File: src/rtl/pipe_stall_ctrl.sv
// Central pipeline stall generator: memory wait-states, multi-cycle MDU and debug halt/step.
// Optional macro STALL_PERF_EN builds a saturating stall-cycle counter on stall_cycles.
module pipe_stall_ctrl #(
  parameter int MUL_CYCLES  = 4,
  parameter int DIV_CYCLES  = 33,
  parameter int MEM_TIMEOUT = 16
) (
  input  logic        clk,
  input  logic        rst,
  input  logic        mem_req,
  input  logic        mem_ack,
  output logic        dmem_valid,
  output logic        mem_err,
  input  logic        ex_mdu_start,
  input  logic        ex_mdu_div,
  output logic        mdu_done,
  input  logic        dbg_halt,
  input  logic        dbg_step,
  output logic        pause,
  output logic [31:0] stall_cycles
);

  localparam int MDU_MAX = (DIV_CYCLES > MUL_CYCLES) ? DIV_CYCLES : MUL_CYCLES;
  localparam int CNT_W   = $clog2(MDU_MAX);
  localparam int WCNT_W  = $clog2(MEM_TIMEOUT + 1);

  typedef enum logic [1:0] {M_IDLE, M_WAIT, M_DONE} mem_state_t;
  typedef enum logic [1:0] {D_IDLE, D_BUSY, D_DONE} mdu_state_t;

  mem_state_t         m_state, m_next;
  mdu_state_t         d_state, d_next;
  logic [WCNT_W-1:0]  wcnt, wcnt_next;
  logic [CNT_W-1:0]   cnt, cnt_next;
  logic               err_next;
  logic               halted, step_pend, released;
  logic               timeout_hit, mem_stall, mdu_stall, halt_stall;

  // Stall decode: registered state combined with this cycle's inputs.
  assign timeout_hit = (m_state == M_WAIT) && (wcnt == WCNT_W'(MEM_TIMEOUT - 1));
  assign dmem_valid  = rst && mem_req && (m_state != M_DONE);
  assign mem_stall   = dmem_valid && !mem_ack && !timeout_hit;
  assign mdu_done    = (d_state == D_BUSY) && (cnt == CNT_W'(1));
  assign mdu_stall   = ((d_state == D_IDLE) && ex_mdu_start) ||
                       ((d_state == D_BUSY) && (cnt != CNT_W'(1)));
  assign released    = halted && step_pend && !mem_stall && !mdu_stall;
  assign halt_stall  = halted && !released;
  assign pause       = rst && (mem_stall || mdu_stall || halt_stall);

  always_comb begin
    // NOTE: every output of this block gets a default first so no path infers a latch.
    m_next    = m_state;
    wcnt_next = wcnt;
    err_next  = mem_err;
    unique case (m_state)
      M_IDLE: if (mem_req) begin
        if (mem_ack) begin
          if (pause) m_next = M_DONE;
        end else begin
          m_next    = M_WAIT;
          // The request cycle itself already counts as the first wait cycle.
          wcnt_next = WCNT_W'(1);
        end
      end
      M_WAIT: begin
        wcnt_next = wcnt + 1'b1;
        if (mem_ack || timeout_hit) m_next = pause ? M_DONE : M_IDLE;
        if (timeout_hit) err_next = 1'b1;
      end
      M_DONE:  if (!pause) m_next = M_IDLE;
      default: m_next = M_IDLE;
    endcase
  end

  always_comb begin
    d_next   = d_state;
    cnt_next = cnt;
    unique case (d_state)
      D_IDLE: if (ex_mdu_start) begin
        d_next   = D_BUSY;
        cnt_next = ex_mdu_div ? CNT_W'(DIV_CYCLES - 1) : CNT_W'(MUL_CYCLES - 1);
      end
      D_BUSY: begin
        cnt_next = cnt - 1'b1;
        if (cnt == CNT_W'(1)) d_next = pause ? D_DONE : D_IDLE;
      end
      D_DONE:  if (!pause) d_next = D_IDLE;
      default: d_next = D_IDLE;
    endcase
  end

  // NOTE: sequential state uses non-blocking assignments so every register samples pre-edge values.
  always_ff @(posedge clk or negedge rst) begin
    if (!rst) begin
      m_state   <= M_IDLE;
      wcnt      <= '0;
      mem_err   <= 1'b0;
      d_state   <= D_IDLE;
      cnt       <= '0;
      halted    <= 1'b0;
      step_pend <= 1'b0;
    end else begin
      m_state   <= m_next;
      wcnt      <= wcnt_next;
      mem_err   <= err_next;
      d_state   <= d_next;
      cnt       <= cnt_next;
      halted    <= dbg_halt;
      // A step landing in the released cycle stays pending for the next advance.
      step_pend <= (step_pend && !released) || (dbg_step && halted);
    end
  end

`ifdef STALL_PERF_EN
  logic [31:0] perf_cnt;

  always_ff @(posedge clk or negedge rst) begin
    if (!rst) begin
      perf_cnt <= '0;
    end else if (pause && (perf_cnt != '1)) begin
      perf_cnt <= perf_cnt + 32'd1;
    end
  end

  assign stall_cycles = perf_cnt;
`else
  assign stall_cycles = '0;
`endif

endmodule

File: config.mk
export PLATFORM = sky130hd
export DESIGN_NAME = pipe_stall_ctrl
export DESIGN_NICKNAME = d
export VERILOG_FILES = /design/src/rtl/pipe_stall_ctrl.sv
export SDC_FILE = /design/constraint.sdc
export NUM_CORES = 1
export LEC_CHECK = 0
export ABC_AREA = 1
export BUFFER_PORTS_ARGS = -buffer_cell sky130_fd_sc_hd__buf_2
export CAP_MARGIN = 20
export CORE_MARGIN = 1
export CORE_UTILIZATION = 30
export DETAILED_ROUTE_END_ITERATION = 12
export GPL_ROUTABILITY_DRIVEN = 0
export PLACE_DENSITY_LB_ADDON = 0.08
export SETUP_SLACK_MARGIN = 0.02
export SYNTH_ARGS = -nofsm -noshare
export SYNTH_HDL_FRONTEND = slang
export SYNTH_SLANG_ARGS = --single-unit
File: constraint.sdc
create_clock -name clk -period 2 [get_ports clk]
set_input_delay 0.3 -clock clk [delete_from_list [all_inputs] [get_ports clk]]
set_output_delay 0.3 -clock clk [all_outputs]
set_load 0.01 [all_outputs]
; ---- After elaboration in Yosys (flattened, before gate mapping)
; Cells that the tools add are included.
[word_totals]
ff_bits = 18
latchBits = 0
ramBits = 0
mem_bits_ro = 0
in_bits = 8
out_inout_bits = 36
word_cells = 75
mem_count = 0
[op_classes]
n_addsub = 2
multipliers = 0
div_mod_pow = 0
n_lt_le_gt_ge = 0
n_eq_ne = 16
n_shift = 0
mux = 16
bitwise_logic = 0
n_reduce_logical = 34
[ops]
columns = operator, count
row1 = 2-to-1 mux 2 bit, 8
row2 = logical AND 1 bit, 15
row3 = 2-to-1 mux 6 bit, 2
row4 = inequality test 2 bit (second input constant), 6
row5 = one-hot mux 2 bit (3 select lines), 2
row6 = one-hot mux 6 bit (2 select lines), 1
row7 = 2-to-1 mux 5 bit, 2
row8 = one-hot mux 5 bit (2 select lines), 1
row9 = equality test 6 x 1 -> 1 bit (second input constant), 1
row10 = inequality test 6 x 1 -> 1 bit (second input constant), 1
row11 = AND reduction 3 bit, 2
row12 = subtractor 6 x 1 -> 6 bit (second input constant), 1
row13 = adder 5 x 1 -> 5 bit (second input constant), 1
row14 = equality test 5 x 4 -> 1 bit (second input constant), 1
row15 = logical NOT 1 bit, 5
row16 = logical OR 1 bit, 5
row17 = equality test 2 x 1 -> 1 bit (second input constant), 2
row18 = equality test 2 bit (second input constant), 2
row19 = logical NOT 2 bit, 2
row20 = inequality test 2 x 1 -> 1 bit (second input constant), 2
row21 = AND reduction 2 bit, 2
row22 = AND reduction 4 bit, 1
row23 = nonzero test 2 bit, 2
row24 = inequality test 3 bit (second input constant), 1

; ---- Logic depth before layout (Yosys ltp)
[depth]
depth_word = 15
ltp_mapped = 11
mapped_depth_nobuf = 11

; ---- Worst setup path after synthesis
; Ideal clock, no wire load.
[synth_path]
kind = reg2out
startpoint = reg wcnt[0]
endpoint = out pause
arrival_ns = 1.304
required_ns = 1.700
path_slack_ns = 0.396
path_stages_with_launch = 10
n_path_buf = 0
cell_sequence = dfrtp_1 > ha_1 > nand2_1 > nor2_1 > ha_1 > nand3_2 > nand2_2 > o21bai_2 > nor2_2 > nor2_4
[synth_between]
elab_chain_cells = 11
word_cells_on_any_way = 12
cone_classes = eq/ne: 1 / reduce/logical: 11
[synth_lines]
columns = element, line
row1 = start: declaration, 32  ; logic [WCNT_W-1:0] wcnt, wcnt_next;
row2 = start signal: assignment, 103  ; wcnt <= wcnt_next;
row3 = equality test 5 x 4 -> 1 bit *, 39  ; assign timeout_hit = (m_state == M_WAIT) && (wcnt == WCNT_W'(MEM_TIMEOUT - 1));
row4 = logical AND 1 bit *, 39
row5 = logical NOT 1 bit *, 41  ; assign mem_stall = dmem_valid && !mem_ack && !timeout_hit;
row6 = logical AND 1 bit *, 41
row7 = logical NOT 1 bit, 45  ; assign released = halted && step_pend && !mem_stall && !mdu_stall;
row8 = logical AND 1 bit (2 in series), 45
row9 = logical NOT 1 bit, 46  ; assign halt_stall = halted && !released;
row10 = logical AND 1 bit, 46
row11 = logical OR 1 bit *, 47  ; assign pause = rst && (mem_stall || mdu_stall || halt_stall);
row12 = logical AND 1 bit *, 47
row13 = end: declaration, 19  ; output logic pause,
; Mark *: on every way between the ends. The rest lies on a longest branch, timed or not.

; ---- Worst setup path in the final report
; Ends and elaborated chain as after synthesis.

==> metrics.txt <==
status=completed; commonest non-fill, non-tap cell in the layout=conb_1; die width=around 66 µm; area grow syn2layout=8.560%; Critical Path RT=between 1.5 and 2 ns; Die Footprint=~4400 µm²; DR iter-0 viols=33; CTS tree=built; post-DR wirelength/cell=between 9 and 10 µm; DRC=0; pwr dens=1290 nW/µm²; unrepaired setup endpoints after global routing=true; critical path fanouts, max=2; number of detailed-route iterations in the first pass=4; flops & latches, synth=18; CP Capture Type=primary output; Worst Clk Skew=between 0.003 and 0.004 ns; Worst-path clk slew=approximately 0.07 ns; All-Layer GR Usage=approximately 11%; most frequent cells in the layout=conb_1, inv_1, dfrtp_1; first-pass GRT wire length=between 3 and 4 mm; antenna violations before repair=0; min cycle time layout=around 2.0 ns; DR vias=between 800 and 900; FF+latch area=between 400 and 500 µm²; layout cells sized above 1=between 20% and 30%; drt total wl=roughly 2.2 mm; cell breakdown of the critical path=ha_2, nand2_1, nor2_1, ha_1, nand3_2, nand2_2, o21bai_2, nor2_2, nor2_4, buf_6; final std cells w/o fill=about 220; fin util=33.72%; htree depth=1; largest net degree at the start of global routing=13; Mapped Area=between 1000 and 1500 µm²; CTS Sinks=18; vias in the first global route=roughly 830; Synth area leader=dfrtp_1; sequential fraction of the synthesis area=36.25%; IO Pins=44; post-synth top area share=36.25%; Congestion Overflow GR=0; leakage=just over 0.0007 µW; Worst setup SP type=flip-flop; setup_tns=0 ns; Critical Path AT=between 1.5 and 2 ns; Final Hold Viols=0; Clock Tree Buf Depth=2; final setup fails=0; Site Rows=23; Max Slew Vio Count=0; max cap viols=0; HP Class=input port to flip-flop; number of port buffers=11; Syn Inst Count=150; Via density=roughly 4.1; post-DP HPWL=1.732 mm; initial core utilization=between 30% and 40%; crit path max-delay cell type=dfrtp_1; Tcrit/Tclk final=a little over nine tenths; Core ar.=roughly 4000 µm²; Worst IR Drop VDD=0.0005144 V; CP Class=flip-flop to primary output; number of inserted diodes=0; Synth area leaders=dfrtp_1, buf_4, inv_1; Buf/Inv on CP=1; Max Freq=between 0.5 and 0.6 GHz; CP delay by family, top=flip-flops; slowest stage delay, CP=0.40 ns; Avg Inst Size Synth=about 8.3 µm²; Yosys cell types=30; yosys warns=0; multi-input gate area in the final layout=around 580 µm²; die height=~66 µm; CTS Root Cell=clkbuf_8; Tot Pwr=around 1700 µW; placed instance count=212; Worst-Skew Late Latency=0.25 ns; fillers=around 430; Num CTS Buffers=3; Final nets=around 190; Antenna Violating Nets Remaining=0
[flip-flops by register name, summed over array words and instances (netlist names)]
register   cells
cnt            6
wcnt           5
d_state        2
m_state        2
halted         1
mem_err        1
step_pend      1
[synth_stat cells, drive strengths merged]
master and n:
nand2 20, o21ai 9, o311ai 1, o21bai 1
mux2i 1, a22o 1, nand3 8, or2 1
nor4 1, ha 4, o31ai 1, o211ai 1
nor3 1, inv 23, dfrtp 18, o22ai 2
a21oi 3, buf 32, nor2 17, xnor2 1
xor2 2, o21a 1, conb 1
[worst reg2reg max path: stages, from the launching register on]
cell,delay [ns]
dfrtp_1,0.37
ha_2,0.19
nand2_1,0.06
nor2_1,0.10
ha_1,0.17
nand3_2,0.08
nand2_2,0.08
o21bai_2,0.06
nor2_2,0.13
nor2_4,0.05
buf_4,0.13
o311ai_1,0.06
inv_1,0.07
[area by class of cell]
class	count	share of cell area, %
clock buffer	3	3.061
multi-input combinational	108	43.32
sequential	18	33.40
inverter	23	6.401
timing repair buffer	19	9.184
tap	50	4.638
[kinds of logic (layout without fill, tap and decap cells)]
logic type,after synthesis,count (layout),synth area share [%]
adder cells (fa/ha/maj),4,4,4.028
flip-flops,18,18,36.25
buffers and inverters,55,45,26.28
other,1,32,0.3018
multiplexers,1,1,0.8057
AND/OR/NAND/NOR,48,48,19.64
XOR/XNOR,3,3,2.115
AO/OA/AOI/OAI,20,20,10.57
[routing by layer]
metal	global-route usage, %	wire length, µm
met1	14.09	1030
met2	18.24	1071
met3	4.655	100
met4	1.064	0
met5	0	0
[power breakdown]
group	switching [µW]	internal (µW)	leakage, µW
Combinational	499	350	0.000481
Sequential	122	512	0.000225
Clock	124	134	0.0000216
Total	744	996	0.000728
[path summary, 6_finish.rpt]
check | startpoint | to | slack, ns | cells after the start
max | wcnt[0] | pause | 0.05 | 10
min | dbg_halt | halted | 0.15 | 1
max reg2reg | wcnt[0] | m_state[1] | 0.34 | 12
min reg2reg | mem_err | mem_err | 0.47 | 2
max in group asynchronous | rst | m_state[1] | 1.28 | 3
min in group asynchronous | rst | cnt[5] | 0.53 | 3
[stage by stage]
step	hold slack [ns]	setup WS, ns	area [µm²]
after CTS	0.001421	0.03420	1331
after detailed placement	0.2796	0.1953	1251
final	0.1509	0.04858	1349
after floorplan	0.004409	0.3957	1359
after global routing	0.1412	-0.04194	1349
after global placement	0.2739	0.2236	1251
[timing repair]
item / 4_1_cts / 5_1_grt
hold buffers: 0 / 1
buffers inserted: 4 / 1
pin swaps: 2 / 1
hold endpoints to repair: 0 / 4
setup endpoints to repair: 1 / 1
gates resized for setup: 2 / 0
Power figures use the tool's default switching activity.
